===== src/rtl/cle_sram_arb.sv =====
// Round-robin arbiter with bounded lock bursts for the CLE 1024x8 label SRAM.
// Optional stall counters are enabled with `define CLE_ARB_STATS_EN.
module cle_sram_arb #(
  parameter int LOCK_MAX = 16
) (
  input  logic       clk,
  input  logic       reset,
  input  logic       req0,
  input  logic       req1,
  input  logic       we0,
  input  logic       we1,
  input  logic       lock0,
  input  logic       lock1,
  input  logic [9:0] addr0,
  input  logic [9:0] addr1,
  input  logic [7:0] wdata0,
  input  logic [7:0] wdata1,
  output logic       gnt0,
  output logic       gnt1,
  output logic       rvalid0,
  output logic       rvalid1,
  output logic [7:0] rdata,
  output logic [9:0] sram_a,
  output logic [7:0] sram_d,
  output logic       sram_wen,
  input  logic [7:0] sram_q
`ifdef CLE_ARB_STATS_EN
  ,
  output logic [15:0] stall0,
  output logic [15:0] stall1
`endif
);

  typedef enum logic [1:0] {
    FREE = 2'd0,
    OWN0 = 2'd1,
    OWN1 = 2'd2
  } own_t;

  own_t       r_own;
  logic       r_last;
  logic [5:0] r_lock_cnt;
  logic       r_rvalid0;
  logic       r_rvalid1;

  logic w_g0;
  logic w_g1;
  logic w_any;
  logic w_lock;
  logic w_cap;

  // A forced release leaves r_last on the burst owner, so the
  // FREE conflict rule hands the next slot to the other side.
  always_comb begin
    w_g0 = 1'b0;
    w_g1 = 1'b0;
    if (!reset) begin
      unique case (r_own)
        OWN0: w_g0 = req0;
        OWN1: w_g1 = req1;
        default: begin
          if (req0 && req1) begin
            w_g0 = r_last;
            w_g1 = ~r_last;
          end else begin
            w_g0 = req0;
            w_g1 = req1;
          end
        end
      endcase
    end
  end

  assign w_any  = w_g0 | w_g1;
  assign w_lock = w_g1 ? lock1 : (w_g0 & lock0);
  assign w_cap  = (r_lock_cnt == 6'(LOCK_MAX - 1));

  always_ff @(posedge clk) begin
    if (reset) begin
      r_own      <= FREE;
      r_last     <= 1'b1;
      r_lock_cnt <= 6'd0;
      r_rvalid0  <= 1'b0;
      r_rvalid1  <= 1'b0;
    end else begin
      r_rvalid0 <= w_g0 & ~we0;
      r_rvalid1 <= w_g1 & ~we1;
      if (w_any) r_last <= w_g1;
      if (w_any && w_lock && !w_cap) begin
        r_own      <= w_g1 ? OWN1 : OWN0;
        r_lock_cnt <= r_lock_cnt + 6'd1;
      end else begin
        r_own      <= FREE;
        r_lock_cnt <= 6'd0;
      end
    end
  end

  assign gnt0    = w_g0;
  assign gnt1    = w_g1;
  assign rvalid0 = r_rvalid0;
  assign rvalid1 = r_rvalid1;
  assign rdata   = sram_q;

  assign sram_a   = w_g0 ? addr0 : (w_g1 ? addr1 : 10'd0);
  assign sram_d   = w_g0 ? wdata0 : (w_g1 ? wdata1 : 8'd0);
  assign sram_wen = w_g0 ? ~we0 : (w_g1 ? ~we1 : 1'b1);

`ifdef CLE_ARB_STATS_EN
  logic [15:0] r_stall0;
  logic [15:0] r_stall1;

  always_ff @(posedge clk) begin
    if (reset) begin
      r_stall0 <= 16'd0;
      r_stall1 <= 16'd0;
    end else begin
      if (req0 && !w_g0 && r_stall0 != 16'hFFFF)
        r_stall0 <= r_stall0 + 16'd1;
      if (req1 && !w_g1 && r_stall1 != 16'hFFFF)
        r_stall1 <= r_stall1 + 16'd1;
    end
  end

  assign stall0 = r_stall0;
  assign stall1 = r_stall1;
`endif

endmodule

===== config.mk =====
export PLATFORM = sky130hd
export DESIGN_NAME = cle_sram_arb
export DESIGN_NICKNAME = d
export VERILOG_FILES = /design/src/rtl/cle_sram_arb.sv
export SDC_FILE = /design/constraint.sdc
export NUM_CORES = 1
export LEC_CHECK = 0
export CORE_AREA = 2 2 57 59
export DETAILED_ROUTE_END_ITERATION = 6
export DIE_AREA = 0 0 59 61
export GPL_TIMING_DRIVEN = 0
export PLACE_DENSITY = 0.82
export SYNTH_ARGS = -nofsm -noshare
export SYNTH_HDL_FRONTEND = slang
export SYNTH_SLANG_ARGS = --single-unit

===== constraint.sdc =====
create_clock -name clk -period 2.96 [get_ports clk]
set_clock_uncertainty 0.05 [all_clocks]
set_input_delay 0.592 -clock clk [delete_from_list [all_inputs] [get_ports clk]]
set_output_delay 0.592 -clock clk [all_outputs]
set_load 0.1 [all_outputs]

==> flow_metrics.tcl <==
set metrics [dict create \
    crit_required_ns 2.32 \
    seq_area_frac_synth_pct 26.6 \
    crit_arrival_ns 2.30 \
    dp_hpwl_um 2390 \
    port_buffers 74 \
    status "complete, no violations" \
    max_freq_mhz 340 \
    cts_max_path_buffers 2 \
    crit_start "r_own[0]" \
    synth_edf_count 0 \
    seqCellArea_sq_um 221 \
    grtUsageTotal_pct 19.5 \
    pin_count 83 \
    syn_area_sq_um 827 \
    nets 227 \
    setup_viol 0 \
    ys_ff_latch 11 \
    p_sw_mw 0.329 \
    synthAdderAreaFrac_pct 4.54 \
    maxCapViolations 0 \
    cts_hold_buf 0 \
    final-hold-violation-count 0 \
    grt_pass1_wl_um 5060 \
    worstPathCellList "inv_1, ha_4, and3_4, or3_1, buf_6, nor2_8, buf_12, buf_8, a22o_2, buf_12" \
    period_needed_ns 2.94 \
    multiInputGateArea_sq_um 578 \
    reg2reg_setup_slack_ns 1.05 \
    max_stage_delay_ns 0.36 \
    synth_top_area_cell "dfxtp_1" \
    synthDistinctLibCells 30 \
    crit_fanout 7 \
    cts_buffers 3 \
    fillerInstances 210 \
    antenna_left 0 \
    drt-total-wl_um 3470 \
    core_area_sq_mm 0.00295 \
    peakVddDrop_mv 0.223 \
    synth_top_family_by_area "compound AO/OA/AOI/OAI gates" \
    synth_xor_area_share_pct 4.24 \
    antenna_found_initial 0 \
    diodes 0 \
    cts_tree "yes" \
    p_total_mw 0.709 \
    critical_path_class "flop to output pin" \
    syn_to_final_growth_pct 130 \
    tightest_slew_ns 1.00 \
    drc_errors 0 \
    fin_crit_sh_pct 99.4 \
    crit_top_cell "buf_12" \
    crit_slowest_cell "or3_1" \
    synthSimpleGateAreaFrac_pct 19.5 \
    drt_iter0_drc 16 \
    dieHeight_um 61 \
    power.density_mw_per_mm2 372 \
    cts_sinks 11 \
    synth_flop_cell "dfxtp_1" \
    r2r_cells 6 \
    yosysTopAreaCellShare_pct 26.6 \
    synth_compound_area_share_pct 29.3 \
    dieArea_sq_mm 0.00360 \
    holdWs_ns 0.454 \
    synth_cells 85 \
    ys_top_cells_by_area "dfxtp_1 (27%), a22o_2 (11%), a22o_1 (9.5%), buf_4 (7.3%), ha_1 (4.5%)" \
    rr_startpoint "r_own[0]" \
    cts-root-buf "clkbuf_4" \
    place.gp.congestion 0.794 \
    grt_pass1_vias 1084 \
    p_seq_share_pct 21.8 \
    rsz0062_at_grt "true" \
    grt_max_degree 11 \
    wl_per_cell_um 17.0 \
    grt_remaining_overflow 0 \
    fp-row-count 20 \
    start_util_pct 28.0 \
    r2r-end "r_lock_cnt[0]" \
    via_count 991 \
    clk_pin_slew_ns 0.06 \
    startpoint_type "flop" \
    async_flop_share_pct 0 \
    p_int_mw 0.380 \
    end_kind "output pin" \
    fin_tns_setup_ns 0 \
    pwr-share-comb_pct 64.5 \
    drive_gt1_share_pct 42.7 \
    slew_headroom_pct 32.8 \
    sw_frac_of_total_pct 46.4 \
    drv_slew 0 \
    yosys-top-cells-count "dfxtp_1 (11), a22o_1 (9), a22o_2 (9), buf_4 (8), nor2_1 (7)" \
    p_leak_nw 0.811 \
    drt_pass1_iterations 4 \
    syn_nets 140 \
    synth.mux.area_fraction_pct 0 \
    cts_max_level 1 \
    yosys_warnings 0 \
    hp-class "flop to flop" \
    final_core_util_pct 64.5 \
    die_width_um 59 \
    yosysMostFrequentCell "dfxtp_1" \
    worstSkewPairLatency_ns 0.26 \
    syn_avg_cell_area_sq_um 9.73 \
    pwr-share-clk_pct 13.7 \
    crit_path_end "sram_d[1]" \
    vias_per_cell 4.86 \
]
-- cells by family after synthesis --
group,Yosys count
AND/OR/NAND/NOR,26
AO/OA/AOI/OAI,24
buffers and inverters,17
flip-flops,11
XOR/XNOR,4
adder cells (fa/ha/maj),3
-- stage by stage --
stage / cells / cell area, sq um / worst slack, ns
floorplan: 85 / 843 / -0.0722
global placement: 192 / 1630 / -1.08
detailed placement: 192 / 1630 / -1.10
CTS: 203 / 1850 / 0.00428
global route: 204 / 1910 / -0.0499
finish: 204 / 1910 / 0.0176
-- area by class of cell --
cell class                      count  area share, %
Tap cell                           33           2.17
Multi-Input combinational cell     58           30.3
Buffer                             12           5.84
Timing Repair Buffer               81           47.7
Clock buffer                        4           1.38
Inverter                            5          0.985
Sequential cell                    11           11.6
-- metal layers --
metal / vias up / track usage, % / share of wire, %
li1: 476 / - / -
met1: 452 / 17.1 / 33
met2: 55 / 37.5 / 53
met3: 8 / 10.0 / 11
met4: 0 / 7.47 / 2.4
met5: - / 0 / 0
-- cells in the final DEF (no fill, tap or decap), types with 2 or more instances in the layout --
cell type and instances:
nor2_1 7, buf_12 11, clkbuf_4 3, nand2_1 6, xnor2_1 3, dfxtp_1 10
nand3_1 3, buf_4 20, dlygate4sd2_1 3, ha_1 2, buf_6 4, a22o_4 7
clkdlybuf4s50_1 50, inv_1 5, a22o_2 11
-- registers in the layout, indices dropped and copies added, names as in the netlist --
register    cells
r_lock_cnt      6
r_own           2
r_last          1
rvalid0         1
rvalid1         1
-- power by group through the flow --
stage / logic, mW / clock network (mW) / registers, mW
4_1_cts: 0.442 / 0.100 / 0.154
5_1_grt: 0.470 / 0.110 / 0.155
6_report: 0.457 / 0.0970 / 0.154
2_1_floorplan: 0.268 / 0 / 0.165
3_3_place_gp: 0.395 / 0 / 0.157
3_5_place_dp: 0.397 / 0 / 0.157
-- how the worst min path moves through the flow --
stage,from,to,cells past startpoint
after floorplan,r_last,r_last,2
after global placement,r_lock_cnt[0],r_lock_cnt[0],1
after detailed placement,r_last,r_last,2
after CTS,r_lock_cnt[0],r_lock_cnt[0],1
after global routing,r_lock_cnt[0],r_lock_cnt[0],1
final,r_lock_cnt[0],r_lock_cnt[0],1
-- worst max-delay path: cells and delay by family, from the launching register on --
kind / cells / cell delay (ns)
and+or+nand+nor: 3 / 0.66
buffers and inverters: 5 / 0.62
DFF: 1 / 0.33
adders and majority gates: 1 / 0.26
AOI/OAI and AO/OA: 1 / 0.16
-- repair_timing --
item / CTS / global route
buffers inserted: 5 / 1
gates resized for setup: 157 / 8
pin swaps: 3 / 0
cloned: 2 / 0
endpoints found under the setup margin: 21 / 13
(Power assumes the default switching activity.)
